--- src/rtl/cp0_exception_unit.sv ---
`default_nettype none
// ============================================================================
//  Module      : cp0_exception_unit
//  Description : Coprocessor-0 and exception controller for the EXE stage.
//                Holds Status, Cause and EPC and executes mfc0/mtc0/eret.
//                Latches external interrupt requests and takes
//                reserved-instruction exceptions and interrupts. Drives the
//                flush and PC-redirect signals back to the front end.
//                Optional build macro: CP0_TIMER_EN adds Count (9) and
//                Compare (11). A Count/Compare match raises IP7.
//  Ports       : clk, reset (sync, active-high), cpu_en (global stall)
//                EXE_undefined, EXE_cp0_operation, EXE_cp0_read_address,
//                EXE_rtdata, EXE_pc_4, int_req                      -> inputs
//                cp0_rdata, cp0_flush, cp0_redirect, cp0_redirect_pc,
//                cp0_in_handler                                     -> outputs
//  Revision    : 1.0 - initial release
// ============================================================================
module cp0_exception_unit #(
    parameter logic [31:0] HANDLER_ADDR = 32'h0000_0004
) (
    input  logic        clk,
    input  logic        reset,
    input  logic        cpu_en,
    input  logic        EXE_undefined,
    input  logic [1:0]  EXE_cp0_operation,
    input  logic [4:0]  EXE_cp0_read_address,
    input  logic [31:0] EXE_rtdata,
    input  logic [31:0] EXE_pc_4,
    input  logic        int_req,
    output logic [31:0] cp0_rdata,
    output logic        cp0_flush,
    output logic        cp0_redirect,
    output logic [31:0] cp0_redirect_pc,
    output logic        cp0_in_handler
);

    localparam logic [1:0] c_op_mtc0      = 2'b10;
    localparam logic [1:0] c_op_eret      = 2'b11;
    localparam logic [4:0] c_addr_count   = 5'd9;
    localparam logic [4:0] c_addr_compare = 5'd11;
    localparam logic [4:0] c_addr_status  = 5'd12;
    localparam logic [4:0] c_addr_cause   = 5'd13;
    localparam logic [4:0] c_addr_epc     = 5'd14;
    localparam logic [4:0] c_exc_ri       = 5'd10;
    localparam logic [4:0] c_exc_int      = 5'd0;

    // Architectural state (only the implemented bits are stored)
    logic        r_ie_q,  w_ie_d;
    logic        r_exl_q, w_exl_d;
    logic        r_im2_q, w_im2_d;
    logic        r_im7_q, w_im7_d;
    logic        r_ip2_q, w_ip2_d;
    logic [4:0]  r_exc_q, w_exc_d;
    logic [31:0] r_epc_q, w_epc_d;
    logic        w_ip7;

`ifdef CP0_TIMER_EN
    logic [31:0] r_count_q,   w_count_d;
    logic [31:0] r_compare_q, w_compare_d;
    logic        r_ip7_q,     w_ip7_d;
    assign w_ip7 = r_ip7_q;
`else
    assign w_ip7 = 1'b0;
`endif

    // Event decode, in priority order. Later events are suppressed by earlier
    // ones so a squashed instruction never touches CP0 state.
    logic w_int_pending;
    logic w_ip2_cause;
    logic w_take_undef;
    logic w_take_int;
    logic w_take_eret;
    logic w_do_mtc0;

    assign w_ip2_cause   = r_ip2_q & r_im2_q;
    assign w_int_pending = w_ip2_cause | (w_ip7 & r_im7_q);
    assign w_take_undef  = cpu_en & EXE_undefined;
    assign w_take_int    = cpu_en & ~EXE_undefined & (EXE_pc_4 != 32'd0)
                         & r_ie_q & ~r_exl_q & w_int_pending;
    assign w_take_eret   = cpu_en & ~EXE_undefined & ~w_take_int
                         & (EXE_cp0_operation == c_op_eret);
    assign w_do_mtc0     = cpu_en & ~EXE_undefined & ~w_take_int
                         & (EXE_cp0_operation == c_op_mtc0);

    assign cp0_flush      = w_take_undef | w_take_int | w_take_eret;
    assign cp0_redirect   = cp0_flush;
    assign cp0_in_handler = r_exl_q;

    always_comb begin
        cp0_redirect_pc = 32'd0;
        if (w_take_undef || w_take_int) begin
            cp0_redirect_pc = HANDLER_ADDR;
        end else if (w_take_eret) begin
            cp0_redirect_pc = r_epc_q;
        end
    end

    // mfc0 read mux: reflects state before this edge's writes
    always_comb begin
        cp0_rdata = 32'd0;
        case (EXE_cp0_read_address)
            c_addr_status: cp0_rdata = {16'd0, r_im7_q, 4'd0, r_im2_q, 8'd0, r_exl_q, r_ie_q};
            c_addr_cause:  cp0_rdata = {16'd0, w_ip7, 4'd0, r_ip2_q, 3'd0, r_exc_q, 2'd0};
            c_addr_epc:    cp0_rdata = r_epc_q;
`ifdef CP0_TIMER_EN
            c_addr_count:   cp0_rdata = r_count_q;
            c_addr_compare: cp0_rdata = r_compare_q;
`endif
            default:       cp0_rdata = 32'd0;
        endcase
    end

    always_comb begin
        w_ie_d  = r_ie_q;
        w_exl_d = r_exl_q;
        w_im2_d = r_im2_q;
        w_im7_d = r_im7_q;
        w_ip2_d = r_ip2_q;
        w_exc_d = r_exc_q;
        w_epc_d = r_epc_q;
`ifdef CP0_TIMER_EN
        w_count_d   = cpu_en ? (r_count_q + 32'd1) : r_count_q;
        w_compare_d = r_compare_q;
        w_ip7_d     = r_ip7_q;
        if (cpu_en && (r_count_q == r_compare_q) && (r_compare_q != 32'd0)) begin
            w_ip7_d = 1'b1;
        end
`endif
        if (w_take_undef) begin
            w_exc_d = c_exc_ri;
            // A fault inside the handler must not lose the original return PC
            if (!r_exl_q) begin
                w_epc_d = EXE_pc_4 - 32'd4;
            end
            w_exl_d = 1'b1;
        end else if (w_take_int) begin
            w_exc_d = c_exc_int;
            w_epc_d = EXE_pc_4 - 32'd4;
            w_exl_d = 1'b1;
            if (w_ip2_cause) begin
                w_ip2_d = 1'b0;
            end
        end else if (w_take_eret) begin
            w_exl_d = 1'b0;
        end else if (w_do_mtc0) begin
            case (EXE_cp0_read_address)
                c_addr_status: begin
                    w_ie_d  = EXE_rtdata[0];
                    w_exl_d = EXE_rtdata[1];
                    w_im2_d = EXE_rtdata[10];
                    w_im7_d = EXE_rtdata[15];
                end
                c_addr_cause: w_ip2_d = EXE_rtdata[10];
                c_addr_epc:   w_epc_d = EXE_rtdata;
`ifdef CP0_TIMER_EN
                c_addr_count: w_count_d = EXE_rtdata;
                c_addr_compare: begin
                    w_compare_d = EXE_rtdata;
                    w_ip7_d     = 1'b0;
                end
`endif
                default: ;
            endcase
        end
        // A new request is latched even on stalled cycles and wins over a
        // same-cycle clear so it is never lost.
        if (int_req) begin
            w_ip2_d = 1'b1;
        end
    end

    always_ff @(posedge clk) begin
        if (reset) begin
            r_ie_q  <= 1'b0;
            r_exl_q <= 1'b0;
            r_im2_q <= 1'b0;
            r_im7_q <= 1'b0;
            r_ip2_q <= 1'b0;
            r_exc_q <= 5'd0;
            r_epc_q <= 32'd0;
`ifdef CP0_TIMER_EN
            r_count_q   <= 32'd0;
            r_compare_q <= 32'd0;
            r_ip7_q     <= 1'b0;
`endif
        end else begin
            r_ie_q  <= w_ie_d;
            r_exl_q <= w_exl_d;
            r_im2_q <= w_im2_d;
            r_im7_q <= w_im7_d;
            r_ip2_q <= w_ip2_d;
            r_exc_q <= w_exc_d;
            r_epc_q <= w_epc_d;
`ifdef CP0_TIMER_EN
            r_count_q   <= w_count_d;
            r_compare_q <= w_compare_d;
            r_ip7_q     <= w_ip7_d;
`endif
        end
    end

endmodule
`default_nettype wire

--- config.mk ---
export PLATFORM = sky130hd
export DESIGN_NAME = cp0_exception_unit
export DESIGN_NICKNAME = d
export VERILOG_FILES = /design/src/rtl/cp0_exception_unit.sv
export SDC_FILE = /design/constraint.sdc
export NUM_CORES = 1
export LEC_CHECK = 0
export CAP_MARGIN = 20
export CORE_UTILIZATION = 37
export DETAILED_ROUTE_END_ITERATION = 16
export GPL_TIMING_DRIVEN = 0
export PLACE_DENSITY = 0.78
export SLEW_MARGIN = 10
export SYNTH_ARGS = -nofsm -noshare
export SYNTH_HDL_FRONTEND = slang
export SYNTH_SLANG_ARGS = --single-unit
--- constraint.sdc ---
create_clock -name clk -period 2.6 [get_ports clk]
set_input_delay 0.26 -clock clk [delete_from_list [all_inputs] [get_ports clk]]
set_output_delay 0.26 -clock clk [all_outputs]
set_load 0.01 [all_outputs]
==> metrics.md, run 1 <==
| Metric | Value |
|---|---|
| Antenna-violating nets left | `0` |
| CP Capture Type | `primary output` |
| Clock latency on the worst-skew pair | `0.30 ns` |
| Top post-synthesis cells by area | `dfxtp_1, and2_1, mux2i_1` |
| Worst EP required | `between 2 and 2.5 ns` |
| Fin Clk Skew | `0.01470 ns` |
| Final Cycle Share | `106.9%` |
| N_diodes | `0` |
| Final net count | `around 580` |
| Achievable frequency | `359.8 MHz` |
| First-pass GRT wire length | `16.52 mm` |
| Area grow syn2layout | `74.31%` |
| Count of different cell masters after synthesis | `46` |
| Starting density of the core | `roughly two fifths` |
| Via count | `3171` |
| Num rows | `31` |
| Syn nets | `roughly 410` |
| Violated checks | `negative setup slack` |
| Drt first-iter violations | `156` |
| Ys Warns | `0` |
| Number of global-route vias before repair | `3285` |
| Max-slew violations | `0` |
| Die area | `7933 sq um` |
| RSZ-0062 raised after global routing | `yes` |
| CP max FO | `5` |
| Worst min-delay path class | `in2reg` |
| Mean Syn Cell Area | `8.501 sq um` |
| Fin. Hold Viols | `0` |
| Post-Place Setup Slack | `-1.258 ns` |
| Overall routing resource usage | `27.81%` |
| H-tree depth | `2` |
| Drt total wl | `10.59 mm` |
| Maxcap violations | `0` |
| Type of the worst setup path | `in2out` |
| Post-synth EDFFs | `0` |
| Count of final setup violators | `34` |
| Post-Syn Area | `around 2800 sq um` |
| Async SR Flop Fraction | `0%` |
| Routed wire per std cell | `17.77 um` |
| P_leak | `0.001941 uW` |
| Die width | `89.07 um` |
| Setup WS post-layout | `-0.1796 ns` |
| Fin Setup TNS | `-5.307 ns` |
| Max VDD drop | `0.1925 mV` |
| Pwr Density | `292.9 nW/um^2` |
| Die Y-Extent | `89.07 um` |
| Status | `finished, violations left` |
| #FFs+latches synth | `38` |
| Hpwl dp | `7.629 mm` |
| Post-synthesis sequential area ratio | `27.12%` |
| Cts-stage hold buffer count | `0` |
| Initial antenna violation count | `0` |
| Most frequent cells after synthesis | `and2_1, dfxtp_1, mux2i_1, o2bb2ai_1, nor2_1` |
| Top-count cell post-synth | `and2_1` |
| Clock Tree Buf Depth | `2` |
| Yosys top cell by area | `dfxtp_1` |
| Crit start category | `primary input` |
| DR DRC count | `0` |
| TritonCTS clock tree | `done` |
| Via/cell ratio | `5.320` |
| Tightest Pin Transition | `0.6224 ns` |
| TritonCTS sink count | `38` |
| DRT Pass-1 Iters | `4` |
| Clk slew on worst S/H paths | `0.09 ns` |
| Synth Instances | `330` |
| CTS buffer count | `5` |
| Clk Tree Root Cell | `clkbuf_8` |
| Core ar. | `7292 sq um` |
| # IOs | `around 140` |
| Largest net degree at the start of global routing | `12` |
| Ys flop type | `dfxtp_1` |
| Top cell type's share of synthesized area | `a little over a quarter` |
| Share of cells above drive strength 1 | `28.37%` |
| Slew HR | `roughly three fifths` |
| Port bufs | `141` |
| Total gr overflow | `0` |
| Routability cong. | `0.7872` |
| Critical path arrival | `around 2.5 ns` |
| Final min period | `2.780 ns` |
==> flip-flops by register name (all words and copies together) (netlist names) <==
register	count
cp0_in_handler	1
r_epc_q	32
r_exc_q	1
r_ie_q	1
r_im2_q	1
r_im7_q	1
r_ip2_q	1
==> final cells by class <==
cell class | count | area [sq um]
Inverter | 5 | 18.77
Fill cell | 639 | 2402
Sequential cell | 38 | 760.7
Clock buffer | 5 | 68.82
Buffer | 17 | 162.7
Timing Repair Buffer | 161 | 1644
Clock inverter | 2 | 10.01
Tap cell | 99 | 123.9
Multi-Input combinational cell | 269 | 2101
==> cell families (layout without fill, tap and decap cells) <==
family	after synthesis	after routing	synth area share, %
AO/OA/AOI/OAI	57	57	16.24
XOR/XNOR	26	26	8.117
adder cells (fa/ha/maj)	2	2	0.8919
buffers and inverters	23	190	4.906
flip-flops	38	38	27.12
multiplexers	33	33	11.82
AND/OR/NAND/NOR	151	151	30.91
==> per-stage QoR <==
stage	cells	power (uW)	instance area (sq um)	util (%)	hold WS (ns)
final	596	1432	4890	67.06	0.3576
after CTS	598	1434	4892	67.09	0.3593
after detailed placement	570	1002	4432	60.78	0.4615
after floorplan	330	801.5	2897	-	0.3596
after global routing	596	1500	4890	67.06	0.3616
after global placement	570	992.6	4432	60.78	0.4575
==> power breakdown <==
group	switching, uW	total [uW]	internal, uW
Sequential	28.4	643	615
Clock	223	404	180
Combinational	166	385	219
==> routing by layer <==
metal / global-route usage (%) / part of all wire [%]
met2: 50.77 / 50
met3: 6.833 / 7.3
met1: 32.59 / 41
met5: 0 / 0
met4: 7.071 / 1.3
==> placed cells by master, fill, tap and decap left out, types with 6 or more instances in the layout <==
cell,count
nor2_1,19
and2_1,26
buf_6,42
xor2_1,16
xnor2_1,10
nor3_1,11
nand3_1,6
dfxtp_1,38
mux2i_1,32
buf_4,15
nand2_1,17
clkdlybuf4s50_1,95
and2_4,31
o2bb2ai_1,21
buf_2,8
==> worst max-delay path: stages <==
cell and delay [ns]:
buf_8 0.10, or4_4 0.52, or4b_4 0.53, o31ai_4 0.27, and4_1 0.24, buf_6 0.13, buf_12 0.12, buf_8 0.12
and2_4 0.14, buf_6 0.09
==> worst paths after layout <==
check               start                   to  slack [ns]  cells after the start
max          EXE_pc_4[22]  cp0_redirect_pc[23]       -0.18                     10
min          EXE_pc_4[17]          r_epc_q[17]        0.36                      4
max reg2reg       r_ip2_q       cp0_in_handler        0.56                      8
min reg2reg   r_epc_q[18]          r_epc_q[18]        0.49                      1
==> timing repair <==
action	CTS	global route
gates cloned	3	0
setup endpoints to repair	97	61
resized for setup	232	23
pin swaps	20	9
setup buffers	19	3
No activity file was read; power rests on OpenSTA's default activity.
==> run 2, diff against run 1 <==
--- a/config.mk
+++ b/config.mk
@@ -6,9 +6,12 @@
 export NUM_CORES = 1
 export LEC_CHECK = 0
 export CAP_MARGIN = 20
+export CORE_ASPECT_RATIO = 1.5
 export CORE_UTILIZATION = 37
+export CTS_CLUSTER_DIAMETER = 30
 export DETAILED_ROUTE_END_ITERATION = 16
 export GPL_TIMING_DRIVEN = 0
+export HOLD_SLACK_MARGIN = 0.03
 export PLACE_DENSITY = 0.78
 export SLEW_MARGIN = 10
 export SYNTH_ARGS = -nofsm -noshare
==> run 2 against run 1 <==
The flow still finishes with violations (negative setup slack); maximum frequency down 1.4%; flip-flop and latch count unchanged; sequential power about the same; via count up 4.0%.
==> metrics.md, run 2 (synthesized netlist as in run 1, its figures left out) <==
| Metric | Value |
|---|---|
| Status | `finished, violations left` |
| Violated checks | `negative setup slack` |
| Share of cells above drive strength 1 | `29.55%` |
| Final net count | `589` |
| Most frequent CP cell | `buf_6` |
| TritonCTS sink count | `38` |
| CP Cell Sequence | `buf_6, or4_4, or4b_4, o31ai_4, and4_1, buf_6, buf_6, buf_8, buf_6, and2_4, buf_6` |
| DR DRC count | `0` |
| Slowest CP cell | `or4b_4` |
| RSZ-0062 raised after global routing | `yes` |
| Total gr overflow | `0` |
| Clock latency on the worst-skew pair | `0.29 ns` |
| Buf+Inv Stages, Crit Path | `6` |
| Die Y-Extent | `around 110 um` |
| Fin util | `69.45%` |
| Core ar. | `~7300 sq um` |
| Via count | `3299` |
| Achievable frequency | `between 300 and 400 MHz` |
| Fin. Hold Viols | `0` |
| Die area | `slightly below 8000 sq um` |
| Most frequent cells in the layout | `clkdlybuf4s50_1, buf_6, dfxtp_1` |
| Overall routing resource usage | `26.41%` |
| Critical path arrival | `2.56 ns` |
| Antenna-violating nets left | `0` |
| Tightest Pin Transition | `0.6816 ns` |
| Worst min-delay path class | `in2reg` |
| Final Cycle Share | `108.5%` |
| P_leak | `0.002045 uW` |
| TritonCTS clock tree | `done` |
| Die width | `73.10 um` |
| Layout fillers | `slightly below 600` |
| N_diodes | `0` |
| Slew HR | `about 54%` |
| Max-slew violations | `0` |
| Num rows | `38` |
| Clock Tree Buf Depth | `2` |
| Crit start category | `primary input` |
| Drt total wl | `10.79 mm` |
| CP Capture Type | `primary output` |
| Clk Tree Root Cell | `clkbuf_8` |
| Drt first-iter violations | `181` |
| Via/cell ratio | `5.399` |
| Initial antenna violation count | `0` |
| Area grow syn2layout | `80.11%` |
| Cts-stage hold buffer count | `0` |
| H-tree depth | `2` |
| Post-Place Setup Slack | `-1.237 ns` |
| Largest net degree at the start of global routing | `11` |
| CP max FO | `5` |
| Fin Clk Skew | `~0.0045 ns` |
| Hpwl dp | `7.733 mm` |
| Critical path's top delay family | `simple AND/OR/NAND/NOR gates` |
| Commonest non-fill, non-tap cell in the layout | `clkdlybuf4s50_1` |
| Type of the worst setup path | `in2out` |
| Clk slew on worst S/H paths | `0.07 ns` |
| DRT Pass-1 Iters | `4` |
| Pwr Density | `282.0 nW/um^2` |
| Final min period | `approximately 2.8 ns` |
| Max VDD drop | `0.2053 mV` |
| Starting density of the core | `38.56%` |
| First-pass GRT wire length | `15.99 mm` |
| Routed wire per std cell | `17.66 um` |
| # IOs | `143` |
| Crit path largest cell delay | `about 0.54 ns` |
| Routability cong. | `0.8477` |
| Count of final setup violators | `34` |
| Max reg flops | `32` |
| Port bufs | `141` |
| Setup WS post-layout | `-0.2201 ns` |
| Worst EP required | `2.34 ns` |
| Maxcap violations | `0` |
| Number of global-route vias before repair | `roughly 3300` |
| CTS buffer count | `5` |
| Biggest register | `r_epc_q` |
-- run 2: layout make-up --
class	count	area [sq um]	share of cell area (%)
Sequential cell	38	760.7	15.06
Timing Repair Buffer	175	1775	35.14
Multi-Input combinational cell	269	2122	42.00
Buffer	17	173.9	3.442
Clock buffer	7	76.32	1.511
Inverter	5	18.77	0.3715
Tap cell	100	125.1	2.476
-- run 2: worst register-to-register path, stage by stage (launching register included) --
cell and delay [ns]:
dfxtp_1 0.35, nand2_1 0.10, nor4bb_4 0.40, o21ai_0 0.18, a32oi_2 0.44, nand2b_1 0.24
buf_4 0.24, o2bb2ai_1 0.16
-- run 2: through the flow --
stage / setup TNS, ns / area, sq um / total power [uW] / hold slack, ns / instances
2_1_floorplan: -0.09792 / 2897 / 801.5 / 0.3596 / 330
3_3_place_gp: -72.29 / 4433 / 993.0 / 0.4594 / 571
3_5_place_dp: -76.01 / 4433 / 1001 / 0.4720 / 571
4_1_cts: -11.15 / 4987 / 1416 / 0.3639 / 610
5_1_grt: -6.321 / 5052 / 1481 / 0.3681 / 611
6_report: -4.169 / 5052 / 1425 / 0.3637 / 611
-- run 2: timing repair --
action                     in CTS  in global routing
setup buffers                  29                  6
cloned                          3                  0
resized for setup             232                 32
pin swaps                      15                 10
setup endpoints to repair      95                 86
-- run 2: per-layer routing --
layer	part of all wire, %	GRT usage, %
met3	6.3	5.360
met2	54	49.80
met1	36	27.13
met4	4.0	12.32
met5	0	0
-- run 2: worst paths after layout --
path                              startpoint                  end  slack [ns]  cells after the start
worst max-delay path            EXE_pc_4[23]  cp0_redirect_pc[12]       -0.22                     11
worst min-delay path            EXE_pc_4[22]          r_epc_q[22]        0.36                      4
worst max register to register       r_im2_q          r_epc_q[24]        0.42                      7
worst min register to register    r_exc_q[1]           r_exc_q[1]        0.48                      2
-- run 2: where the power goes --
| part | total, uW | switching, uW | internal [uW] |
|---|---|---|---|
| logic | 399 | 171 | 229 |
| registers | 642 | 27.1 | 615 |
| clock network | 384 | 199 | 185 |
==> run 3, diff against run 2 <==
--- a/config.mk
+++ b/config.mk
@@ -7,12 +7,13 @@
 export LEC_CHECK = 0
 export CAP_MARGIN = 20
 export CORE_ASPECT_RATIO = 1.5
-export CORE_UTILIZATION = 37
+export CORE_UTILIZATION = 49
 export CTS_CLUSTER_DIAMETER = 30
 export DETAILED_ROUTE_END_ITERATION = 16
+export DONT_BUFFER_PORTS = 1
 export GPL_TIMING_DRIVEN = 0
 export HOLD_SLACK_MARGIN = 0.03
-export PLACE_DENSITY = 0.78
+export PLACE_DENSITY = 0.66
 export SLEW_MARGIN = 10
 export SYNTH_ARGS = -nofsm -noshare
 export SYNTH_HDL_FRONTEND = slang
==> run 3 against run 2 <==
The run now ends clean; worst setup slack improved by 0.26 ns; via count shrank 23%; sequential power about the same; routed wire length decreased by 23%; clock skew rose by 0.0012 ns; critical endpoint is now cp0_redirect_pc[8]; clock power up 9.6%; critical path type unchanged; largest cell class unchanged.
==> metrics.md, run 3 (synthesized netlist as in run 1, its figures left out) <==
| Metric | Value |
|---|---|
| Starting density of the core | `51.08%` |
| Initial antenna violation count | `0` |
| Hold Path Depth | `1` |
| Die area | `between 6000 and 7000 sq um` |
| Hold wc startpoint | `EXE_pc_4[2]` |
| Maxcap violations | `0` |
| Drt first-iter violations | `roughly 100` |
| P_leak | `0.001245 uW` |
| Crit start category | `primary input` |
| DRT Pass-1 Iters | `4` |
| RSZ-0062 raised after global routing | `yes` |
| Final net count | `428` |
| TritonCTS sink count | `38` |
| Largest net degree at the start of global routing | `12` |
| Share of cells above drive strength 1 | `a little under a quarter` |
| CP Cell Sequence | `or4_4, or4b_4, o31ai_4, and4_1, buf_6, buf_12, buf_8, and2_4` |
| Count of final setup violators | `0` |
| Clock latency on the worst-skew pair | `0.29 ns` |
| PnR Total Power | `1268 uW` |
| Placed cell count | `400` |
| Clk slew on worst S/H paths | `~0.08 ns` |
| Max reg flops | `32` |
| Total gr overflow | `0` |
| Power share of the combinational group | `roughly 16%` |
| Final min period | `approximately 2.6 ns` |
| Core ar. | `5492 sq um` |
| Max-slew violations | `0` |
| Worst min-delay path class | `in2reg` |
| Area grow syn2layout | `17.66%` |
| Port bufs | `0` |
| Fin util | `60.10%` |
| R2R Path End | `r_epc_q[26]` |
| Die Y-Extent | `94.67 um` |
| TritonCTS clock tree | `done` |
| Num rows | `33` |
| First-pass GRT wire length | `12.90 mm` |
| Worst hold endpoint | `r_epc_q[2]` |
| Cts-stage hold buffer count | `0` |
| CP Capture Type | `primary output` |
| CP max FO | `8` |
| N_diodes | `0` |
| Clk Tree Root Cell | `clkbuf_8` |
| Pint | `~930 uW` |
| Die width | `between 60 and 70 um` |
| Status | `finished clean` |
| Slew HR | `44.71%` |
| Pwr Density | `approximately 380 nW/um^2` |
| Worst r2r src | `cp0_in_handler` |
| Fin. Hold Viols | `0` |
| CTS buffer count | `5` |
| Slowest CP cell | `or4b_4` |
| Biggest register | `r_epc_q` |
| Worst EP required | `2.34 ns` |
| Clock Tree Buf Depth | `2` |
| Reg-to-reg slack, setup | `0.41 ns` |
| Drt total wl | `8.350 mm` |
| R2r worst-path depth | `6` |
| Routed wire per std cell | `19.83 um` |
| Hpwl dp | `about 6.3 mm` |
| # IOs | `143` |
| Switching share of total power | `roughly a quarter` |
| Via count | `2554` |
| Type of the worst setup path | `in2out` |
| Final Cycle Share | `98.63%` |
| Achievable frequency | `389.9 MHz` |
| Tightest Pin Transition | `0.8263 ns` |
| Routability cong. | `~0.84` |
| Antenna-violating nets left | `0` |
| H-tree depth | `2` |
| Most frequent cells in the layout | `dfxtp_1, mux2i_1, and2_4` |
| Non-filler cells, final | `421` |
| Critical path arrival | `2.30 ns` |
| Fin Clk Skew | `0.005725 ns` |
| Flop pwr share | `around half` |
| Clock Power Share | `approximately a third` |
| DR DRC count | `0` |
| P_sw | `337.0 uW` |
| Layout fillers | `517` |
| Number of global-route vias before repair | `2580` |
| Overall routing resource usage | `between 20% and 30%` |
| Via/cell ratio | `between 6 and 7` |
| Crit path largest cell delay | `between 0.5 and 0.6 ns` |
| Max VDD drop | `0.2606 mV` |
| Commonest non-fill, non-tap cell in the layout | `dfxtp_1` |
-- run 3: repair_timing --
item,in CTS,in global routing
pin swaps,3,2
cloned,3,0
endpoints found under the setup margin,40,53
buffers inserted,10,4
gates resized for setup,16,6
-- run 3: worst max-delay path by stage --
stage	start	slack, ns	depth (start not counted)	end
6_report	EXE_pc_4[22]	0.04	8	cp0_redirect_pc[8]
5_1_grt	EXE_pc_4[22]	-0.05	8	cp0_redirect_pc[7]
4_1_cts	EXE_pc_4[22]	-0.12	9	cp0_redirect
3_5_place_dp	EXE_pc_4[22]	-0.27	8	cp0_redirect
3_3_place_gp	EXE_pc_4[22]	-0.28	8	cp0_redirect
2_1_floorplan	EXE_pc_4[22]	-0.07	8	cp0_redirect
-- run 3: cell type report --
| type | count | area (sq um) | area share (%) |
|---|---|---|---|
| multi-input combinational | 269 | 2029 | 61.49 |
| sequential | 38 | 760.7 | 23.05 |
| timing repair buffer | 16 | 192.7 | 5.838 |
| buffer | 15 | 120.1 | 3.639 |
| tap | 70 | 87.58 | 2.654 |
| clock buffer | 7 | 86.33 | 2.616 |
| inverter | 5 | 18.77 | 0.5686 |
| clock inverter | 1 | 5.005 | 0.1516 |
-- run 3: power by group through the flow --
| stage | Clock (uW) | Sequential [uW] | Combinational [uW] |
|---|---|---|---|
| 2_1_floorplan | 0 | 645 | 157 |
| 3_3_place_gp | 0 | 652 | 187 |
| 3_5_place_dp | 0 | 653 | 190 |
| 4_1_cts | 427 | 641 | 206 |
| 5_1_grt | 462 | 646 | 224 |
| 6_report | 421 | 643 | 204 |
-- run 3: metrics by stage --
step | instance area, sq um | setup slack [ns] | hold slack (ns) | TNS, ns
after global placement | 2984 | -0.2772 | 0.3676 | -10.89
after global routing | 3301 | -0.04849 | 0.05758 | -0.7549
final | 3301 | 0.03552 | 0.06188 | 0
after detailed placement | 2984 | -0.2748 | 0.3696 | -10.76
after CTS | 3299 | -0.1237 | 0.06184 | -2.436
after floorplan | 2897 | -0.06661 | 0.3596 | -0.09792
-- run 3: metal layers --
layer | GRT usage, % | share of wire (%) | vias to the layer above
met5 | 0 | 0 | -
met4 | 10.80 | 2.2 | 0
met3 | 6.643 | 6.6 | 14
met2 | 51.68 | 53 | 110
met1 | 30.59 | 38 | 1203
li1 | - | - | 1227
-- run 3: worst max-delay path: cells and delay by family --
family	cells	cell delay [ns]
simple gates	4	1.42
compound gates	1	0.22
buf+inv	3	0.39
